--- config.mk ---
export PLATFORM = sky130hd
export DESIGN_NAME = ped_signal_controller
export DESIGN_NICKNAME = d
export VERILOG_FILES = /design/src/rtl/ped_pkg.sv /design/src/rtl/ped_channel.sv /design/src/rtl/ped_signal_controller.sv
export SDC_FILE = /design/constraint.sdc
export NUM_CORES = 1
export LEC_CHECK = 0
export CAP_MARGIN = 10
export CELL_PAD_IN_SITES_DETAIL_PLACEMENT = 1
export CELL_PAD_IN_SITES_GLOBAL_PLACEMENT = 1
export CORE_MARGIN = 5
export CORE_UTILIZATION = 40
export DETAILED_ROUTE_END_ITERATION = 10
export PLACE_DENSITY = 0.89
export SYNTH_ARGS = -nofsm -noshare
export SYNTH_HDL_FRONTEND = slang
export SYNTH_HIERARCHICAL = 1
export SYNTH_SLANG_ARGS = --single-unit
--- constraint.sdc ---
create_clock -name clk -period 3 [get_ports clk]
set_clock_uncertainty 0.1 [all_clocks]
set_input_delay 0.6 -clock clk [delete_from_list [all_inputs] [get_ports clk]]
set_output_delay 0.6 -clock clk [all_outputs]
set_load 0.02 [all_outputs]
--- src/rtl/ped_pkg.sv ---
// Shared light and pedestrian-state codes for the pedestrian signal stage.
// Default WALK/FLASH durations live here so both channels agree.
package ped_pkg;

    typedef enum logic [2:0] {
        RED    = 3'b100,
        YELLOW = 3'b010,
        GREEN  = 3'b001
    } light_t;

    typedef enum logic [1:0] {
        DONT_WALK = 2'b00,
        WALK      = 2'b01,
        FLASH     = 2'b10
    } ped_state_t;

    localparam int DEF_WALK_SEC  = 5;
    localparam int DEF_FLASH_SEC = 4;
    localparam int DEF_CNT_W     = 4;

    function automatic logic is_legal_light(input logic [2:0] code);
        return (code == RED) || (code == YELLOW) || (code == GREEN);
    endfunction

endpackage

--- src/rtl/ped_channel.sv ---
// One crosswalk direction: request latch, green-onset detect, WALK/FLASH/DONT_WALK
// sequencing with a tick-driven countdown.
//
// state     | meaning
// DONT_WALK | steady hand, latching requests until the next green onset
// WALK      | walking figure, counting WALK_SEC ticks
// FLASH     | flashing hand, counting FLASH_SEC ticks
module ped_channel
    import ped_pkg::*;
#(
    parameter int WALK_SEC  = DEF_WALK_SEC,
    parameter int FLASH_SEC = DEF_FLASH_SEC,
    parameter int CNT_W     = DEF_CNT_W
) (
    input  logic             clk,
    input  logic             rst,
    input  logic             i_tick,
    input  logic [2:0]       i_light,
    input  logic             i_req,
    input  logic             i_fault_hold,
    output logic [1:0]       o_state,
    output logic [CNT_W-1:0] o_count,
    output logic             o_pending
);

    localparam logic [CNT_W-1:0] WALK_LOAD  = CNT_W'(WALK_SEC);
    localparam logic [CNT_W-1:0] FLASH_LOAD = CNT_W'(FLASH_SEC);
    localparam logic [CNT_W-1:0] CNT_ONE    = CNT_W'(1);

    ped_state_t       r_state;
    ped_state_t       w_state_nxt;
    logic [CNT_W-1:0] r_count;
    logic [CNT_W-1:0] w_count_nxt;
    logic             r_pending;
    logic             w_pending_nxt;
    logic [2:0]       r_prev_light;
    logic             w_onset;

    assign w_onset = (i_light == GREEN) && (r_prev_light != GREEN);

    always_ff @(posedge clk) begin
        if (!rst) begin
            r_state      <= DONT_WALK;
            r_count      <= '0;
            r_pending    <= 1'b0;
            r_prev_light <= RED;
        end else begin
            r_state      <= w_state_nxt;
            r_count      <= w_count_nxt;
            r_pending    <= w_pending_nxt;
            r_prev_light <= i_light;
        end
    end

    always_comb begin
        w_state_nxt   = r_state;
        w_count_nxt   = r_count;
        w_pending_nxt = r_pending;

        if (i_fault_hold) begin
            w_state_nxt   = DONT_WALK;
            w_count_nxt   = '0;
            w_pending_nxt = 1'b0;
        end else begin
            unique case (r_state)
                DONT_WALK: begin
                    if (w_onset && (r_pending || i_req)) begin
                        w_state_nxt   = WALK;
                        w_count_nxt   = WALK_LOAD;
                        w_pending_nxt = 1'b0;
                    end else if (i_req) begin
                        w_pending_nxt = 1'b1;
                    end
                end
                WALK: begin
                    // Red outranks yellow, which outranks the tick countdown.
                    if (i_light == RED) begin
                        w_state_nxt = DONT_WALK;
                        w_count_nxt = '0;
                    end else if (i_light == YELLOW) begin
                        w_state_nxt = FLASH;
                        w_count_nxt = FLASH_LOAD;
                    end else if (i_tick) begin
                        if (r_count > CNT_ONE) begin
                            w_count_nxt = r_count - CNT_ONE;
                        end else begin
                            w_state_nxt = FLASH;
                            w_count_nxt = FLASH_LOAD;
                        end
                    end
                end
                FLASH: begin
                    if (i_light == RED) begin
                        w_state_nxt = DONT_WALK;
                        w_count_nxt = '0;
                    end else if (i_tick) begin
                        if (r_count > CNT_ONE) begin
                            w_count_nxt = r_count - CNT_ONE;
                        end else begin
                            w_state_nxt = DONT_WALK;
                            w_count_nxt = '0;
                        end
                    end
                end
                default: begin
                    w_state_nxt = DONT_WALK;
                    w_count_nxt = '0;
                end
            endcase
        end
    end

    assign o_state   = r_state;
    assign o_count   = r_count;
    assign o_pending = r_pending;

endmodule

--- src/rtl/ped_signal_controller.sv ---
// Pedestrian signal stage downstream of the NS/EW light controller.
// Two independent crosswalk channels plus a sticky light-conflict fault that forces both to DONT_WALK.
module ped_signal_controller
    import ped_pkg::*;
#(
    parameter int WALK_SEC  = DEF_WALK_SEC,
    parameter int FLASH_SEC = DEF_FLASH_SEC,
    parameter int CNT_W     = DEF_CNT_W
) (
    input  logic             clk,
    input  logic             rst,
    input  logic             tick,
    input  logic [2:0]       NS_light,
    input  logic [2:0]       EW_light,
    input  logic             ns_ped_req,
    input  logic             ew_ped_req,
    output logic [1:0]       ns_ped_state,
    output logic [1:0]       ew_ped_state,
    output logic [CNT_W-1:0] ns_ped_count,
    output logic [CNT_W-1:0] ew_ped_count,
    output logic             ns_req_pending,
    output logic             ew_req_pending,
    output logic             fault
);

    logic r_fault;
    logic w_fault_detect;
    logic w_fault_hold;

    assign w_fault_detect = !is_legal_light(NS_light) || !is_legal_light(EW_light) ||
                            ((NS_light != RED) && (EW_light != RED));

    // Include the same-cycle detection so a fault beats a simultaneous onset.
    assign w_fault_hold = r_fault || w_fault_detect;

    always_ff @(posedge clk) begin
        if (!rst) begin
            r_fault <= 1'b0;
        end else begin
            r_fault <= w_fault_hold;
        end
    end

    assign fault = r_fault;

    ped_channel #(
        .WALK_SEC  (WALK_SEC),
        .FLASH_SEC (FLASH_SEC),
        .CNT_W     (CNT_W)
    ) u_ns (
        .clk          (clk),
        .rst          (rst),
        .i_tick       (tick),
        .i_light      (NS_light),
        .i_req        (ns_ped_req),
        .i_fault_hold (w_fault_hold),
        .o_state      (ns_ped_state),
        .o_count      (ns_ped_count),
        .o_pending    (ns_req_pending)
    );

    ped_channel #(
        .WALK_SEC  (WALK_SEC),
        .FLASH_SEC (FLASH_SEC),
        .CNT_W     (CNT_W)
    ) u_ew (
        .clk          (clk),
        .rst          (rst),
        .i_tick       (tick),
        .i_light      (EW_light),
        .i_req        (ew_ped_req),
        .i_fault_hold (w_fault_hold),
        .o_state      (ew_ped_state),
        .o_count      (ew_ped_count),
        .o_pending    (ew_req_pending)
    );

endmodule

==> results.yml, run 1 <==
pwr:
  p_per_area_nw_per_um2: 304
  irDropWorstVdd_mv: 0.140
  p_sw_share_pct: 24.7
  power_frac_seq_pct: 58.7
  p_sw_mw: 0.120
  intPower_mw: 0.367
  leakagePower_nw: 0.530
  clkPwrFrac_pct: 28.5
  pwr-share-comb_pct: 12.8
die:
  die-height_um: 66.1
  chipWidth_um: 66.1
  rows: 20
  start_util_pct: 41.5
  io_pins: 26
  die_area_um2: 4370
  core-area_um2: 3030
timing:
  hold_viol_final: 0
  fmax_mhz: 419
  setup_ws_ns: 0.613
  holdWs_ns: 0.429
  rsz0062_at_grt: "no"
  relSlewSlack_pct: 69.0
  period_share_pct: 79.6
  tns_ns: 0
  finalSetupViolCount: 0
  finalMaxSlewViolations: 0
  worstMarginPinSlew_ns: 0.460
  timing.final.crit_period_ns: 2.39
clock_network:
  clockBufferDepth: 2
  clock_latency_ns: 0.30
  cts_buffers: 3
  cts_hold_buf: 0
  cts_sinks: 21
  root_buffer: "clkbuf_4"
  ctsResizeCount: 0
  postCtsSetupBuffers: 0
  cts_tree: "built"
  clk_pin_slew_ns: 0.13
  htreeDepth: 1
synthesis:
  synth-edff-count: 0
  ys.flop_type: "dfxtp_1"
  netlist_instances: 147
  syn_avg_cell_area_um2: 8.55
  synth.distinct_cells: 47
  ys_ff_latch: 21
  synth_seq_area_share_pct: 33.4
  syn_area_um2: 1260
  yosysWarnings: 6
  async_reset_ff_share_pct: 0
  synth_fp_nets: 162
global_route:
  grt_use_total_pct: 17.5
  grt_pass1_vias: 1340
  antenna_found_initial: 0
  grt_pass1_wl_um: 5950
  grt-ovfl-total: 0
  grt_max_degree: 12
final_layout:
  finalInstanceArea_um2: 1600
  area_growth_pct: 27.5
  mostFrequentLayoutCells: "clkdlybuf4s50_1, dfxtp_1, nor2_1"
  antennaDiodeCount: 0
  final_common_cell: "clkdlybuf4s50_1"
  drive_above_1_share_pct: 11.9
  postLayoutCoreUtil_pct: 52.9
  fin_nets: 193
setup_path:
  r2r_end: "u_ew/o_count[3]"
  max_stage_delay_ns: 0.56
  critPathSlowestCell: "or4_1"
  r2r_slack_ns: 0.91
  rr_worst_depth: 6
  path_max_fanout: 7
  critical_path.startpoint_type: "input port"
  cp_data_required_time_ns: 3.14
  crit_arrival_ns: 2.52
  crit_path_start: "EW_light[1]"
  crit_family: "simple AND/OR/NAND/NOR gates"
  end_kind: "flip-flop"
  rr_startpoint: "u_ew/o_count[0]"
  critPathKind: "input port to flip-flop"
  worstPathCellList: "clkdlybuf4s50_1 > nor4bb_1 > or2_1 > or4_1 > o311a_1 > a211oi_2"
  path_buf_inv: 1
job:
  cap_violations: 0
hold_path:
  hold_end: "u_ew/o_count[3]"
  hold_depth: 2
  hp-start: "u_ew/o_count[3]"
  hold_path_class: "flip-flop to flip-flop"
placed_design:
  port_buffers: 25
  dp_slack_ns: 0.294
  gp_congestion: 0.819
  placed_cell_area_um2: 1580
  place_hpwl_um: 2820
run_status:
  status: "finished clean"
route:
  vias_per_cell: 5.62
  ant_nets: 0
  routed-via-count: 1241
  dr.pass1.iters: 4
  routedWlPerCell_um: 15.9
  drt-total-wl_um: 3520
  dr.first_iter.drc_count: 38
  drc: 0
[power by group through the flow]
stage | clock network, mW | logic, mW | registers [mW]
floorplan | 0 | 0.0266 | 0.293
global placement | 0 | 0.0586 | 0.292
detailed placement | 0 | 0.0615 | 0.292
CTS | 0.144 | 0.0623 | 0.286
global route | 0.162 | 0.0679 | 0.287
finish | 0.139 | 0.0625 | 0.286
[state kept, by name, indices dropped and copies added (netlist names)]
register / count
fault: 1
u_ns/o_state: 2
u_ns/r_prev_light: 3
u_ew/o_pending: 1
u_ns/o_pending: 1
u_ew/o_count: 4
u_ns/o_count: 4
u_ew/o_state: 2
u_ew/r_prev_light: 3
[how the worst max path moves through the flow]
| stage | endpoint | slack, ns | cells past startpoint |
|---|---|---|---|
| 3_3_place_gp | u_ew/o_count[3] | 0.38 | 5 |
| 4_1_cts | u_ew/o_count[3] | 0.62 | 6 |
| 6_report | u_ew/o_count[3] | 0.61 | 6 |
| 3_5_place_dp | u_ew/o_count[3] | 0.29 | 6 |
| 5_1_grt | u_ew/o_count[1] | 0.55 | 8 |
| 2_1_floorplan | u_ew/o_count[3] | 0.99 | 6 |
[synth_stat cells, types with 3 or more instances]
cell      instances  area share, %
o21ai_0           3            1.2
ha_1              4            4.0
o31ai_1           3            1.8
nor3_1            5            2.0
nor2_1           18            5.4
a21oi_1           7            2.8
inv_1             6            1.8
nor4_1            6            3.0
nand2_1           6            1.8
nand2b_1          7            3.5
nor2b_1           3            1.5
and2_1            6            3.0
dfxtp_1          21             33
nor3b_1           6            3.6
a211oi_1          5            3.0
[per-stage QoR]
stage	power, mW	std cells
after floorplan	0.320	147
after global placement	0.350	217
after detailed placement	0.354	217
after CTS	0.492	221
after global routing	0.517	221
final	0.487	221
[cell families after synthesis]
logic type,share of synthesized area (%)
simple gates,38.4
compound gates,18.7
flops,33.4
buf+inv,2.49
fa+ha+maj,3.98
xor+xnor,1.39
mux,1.59
[area by class of cell]
class / instances / area [um2]
multi-input combinational: 118 / 806
sequential: 21 / 420
timing repair buffer: 28 / 273
fill: 374 / 1430
inverter: 6 / 22.5
tap: 44 / 55.1
clock buffer: 4 / 26.3
[worst min-delay path: cells and delay by family, from the launching register on]
kind / cells / cell delay, ns
buffers and inverters: 1 / 0.08
flip-flops: 1 / 0.36
AO/OA/AOI/OAI: 1 / 0.06
[per-layer routing]
layer / vias up / share of wire, % / GRT usage (%) / wire, um
li1: 604 / - / - / -
met1: 598 / 40 / 18.4 / 1410
met2: 31 / 54 / 33.3 / 1900
met3: 8 / 4.2 / 4.08 / 147
met4: 0 / 1.7 / 6.60 / 60
met5: - / 0 / 0 / 0
No activity file was read; power rests on OpenSTA's default activity.
==> inputs of run 2 (changes only) <==
Settings changed: CORE_UTILIZATION 40 to 34, PLACE_DENSITY 0.89 to 0.81.
Clock period 3 ns to 2.05 ns, I/O delays scaled along.
==> run 2 against run 1 <==
Worst hold slack worse by 0.017 ns; clock power is 99% higher; global-route usage is 3.2 points lower; setup slack worse by 0.51 ns; register-to-register slack worse by 0.81 ns; combinational power is 66% higher; power is 64% higher; die area is 15% higher.
==> results.yml, run 2 (synthesis gave the netlist of run 1 again) <==
clock_network:
  clock_latency_ns: 0.26
  cts_tree: "built"
  clk_pin_slew_ns: 0.08
  cts_hold_buf: 0
  clockBufferDepth: 2
  cts_sinks: 21
  root_buffer: "clkbuf_8"
  htreeDepth: 1
  cts_buffers: 3
die:
  io_pins: 26
  rows: 22
  die_area_um2: 5010
  core-area_um2: 3630
  chipWidth_um: 70.8
  die-height_um: 70.8
  start_util_pct: 34.6
setup_path:
  rr_worst_depth: 6
  end_kind: "flip-flop"
  r2r_end: "u_ew/o_count[3]"
  critPathKind: "flip-flop to flip-flop"
  rr_startpoint: "u_ew/o_count[0]"
  critical_path.startpoint_type: "flip-flop"
  path_max_fanout: 6
  r2r_slack_ns: 0.10
  critPathSlowestCell: "or4_4"
  max_stage_delay_ns: 0.50
  worstPathCellList: "buf_4 > ha_1 > o21a_2 > or4_4 > o311a_1 > a211oi_2"
  cp_data_required_time_ns: 2.14
  crit_arrival_ns: 2.04
timing:
  fmax_mhz: 513
  rsz0062_at_grt: "no"
  hold_viol_final: 0
  relSlewSlack_pct: 72.3
  timing.final.crit_period_ns: 1.95
  period_share_pct: 95.1
  finalMaxSlewViolations: 0
  setup_ws_ns: 0.101
  worstMarginPinSlew_ns: 0.411
  finalSetupViolCount: 0
placed_design:
  place_hpwl_um: 2740
  gp_congestion: 0.881
  dp_slack_ns: -0.350
  placed_cell_area_um2: 1700
  port_buffers: 25
global_route:
  grt-ovfl-total: 0
  grt_use_total_pct: 14.3
  grt_max_degree: 12
  grt_pass1_wl_um: 5990
  antenna_found_initial: 0
  grt_pass1_vias: 1355
final_layout:
  multi_input_area_um2: 827
  mostFrequentLayoutCells: "dfxtp_1, clkdlybuf4s50_1, buf_4"
  area_growth_pct: 40.8
  drive_above_1_share_pct: 21.8
  finalInstanceArea_um2: 1770
  fillers: 468
  postLayoutCoreUtil_pct: 48.7
  fin_nets: 209
  antennaDiodeCount: 0
  register_area_um2: 423
pwr:
  leakagePower_nw: 0.650
  total_power_mw: 0.798
  p_per_area_nw_per_um2: 451
  irDropWorstVdd_mv: 0.278
route:
  drc: 0
  dr.pass1.iters: 4
  drt-total-wl_um: 3580
  routedWlPerCell_um: 14.8
  vias_per_cell: 5.40
  routed-via-count: 1302
  ant_nets: 0
  dr.first_iter.drc_count: 50
hold_path:
  hold_end: "u_ew/o_count[3]"
  hold_depth: 2
  hold_path_class: "flip-flop to flip-flop"
  hp-start: "u_ew/o_count[3]"
run_status:
  status: "finished clean"
job:
  cap_violations: 0
==> run 2: critical path: cells and delay by family (launching register included) <==
kind	cells	cell delay [ns]
fa+ha+maj	1	0.21
simple gates	1	0.50
flops	1	0.34
buf+inv	1	0.16
compound gates	3	0.57
==> run 2: layer usage <==
metal	routed length [um]	track usage, %
met1	1600	16.4
met2	1830	27.1
met3	136	3.69
met4	15	1.67
met5	0	0
==> run 2: report_power, final <==
part / leakage (nW) / total, mW / switching, mW / internal, mW
logic: 0.455 / 0.104 / 0.0483 / 0.0558
registers: 0.172 / 0.418 / 0.00242 / 0.415
clock network: 0.0228 / 0.276 / 0.137 / 0.139
total: 0.650 / 0.798 / 0.188 / 0.610
==> run 2: worst max path at each step <==
stage	slack [ns]	cells after the start	endpoint	from
global placement	-0.29	6	u_ew/o_count[3]	EW_light[1]
finish	0.10	6	u_ew/o_count[3]	u_ew/o_count[0]
detailed placement	-0.35	5	u_ew/o_count[0]	EW_light[1]
floorplan	0.04	6	u_ew/o_count[3]	u_ew/o_count[0]
global route	0.002	6	u_ew/o_state[0]	u_ew/o_state[0]
CTS	0.04	8	u_ns/o_count[1]	NS_light[1]
==> run 2: metrics by stage <==
step	hold slack [ns]	instances	TNS, ns
4_1_cts	0.416	241	0
6_report	0.412	241	0
3_5_place_dp	0.402	237	-3.37
2_1_floorplan	0.383	147	0
5_1_grt	0.464	241	0
3_3_place_gp	0.394	237	-2.75
==> run 2: timing repair <==
item | 4_1_cts | 5_1_grt
endpoints found under the setup margin | 3 | 11
gates resized for setup | 7 | 5
pin swaps | 1 | 0
buffers inserted | 0 | 0
cloned | 0 | 0
==> run 2: final cells by class <==
| class | instances | share of cell area [%] |
|---|---|---|
| multi-input combinational | 118 | 46.7 |
| clock buffer | 4 | 2.54 |
| timing repair buffer | 44 | 22.2 |
| sequential | 21 | 23.9 |
| tap | 48 | 3.39 |
| inverter | 6 | 1.27 |
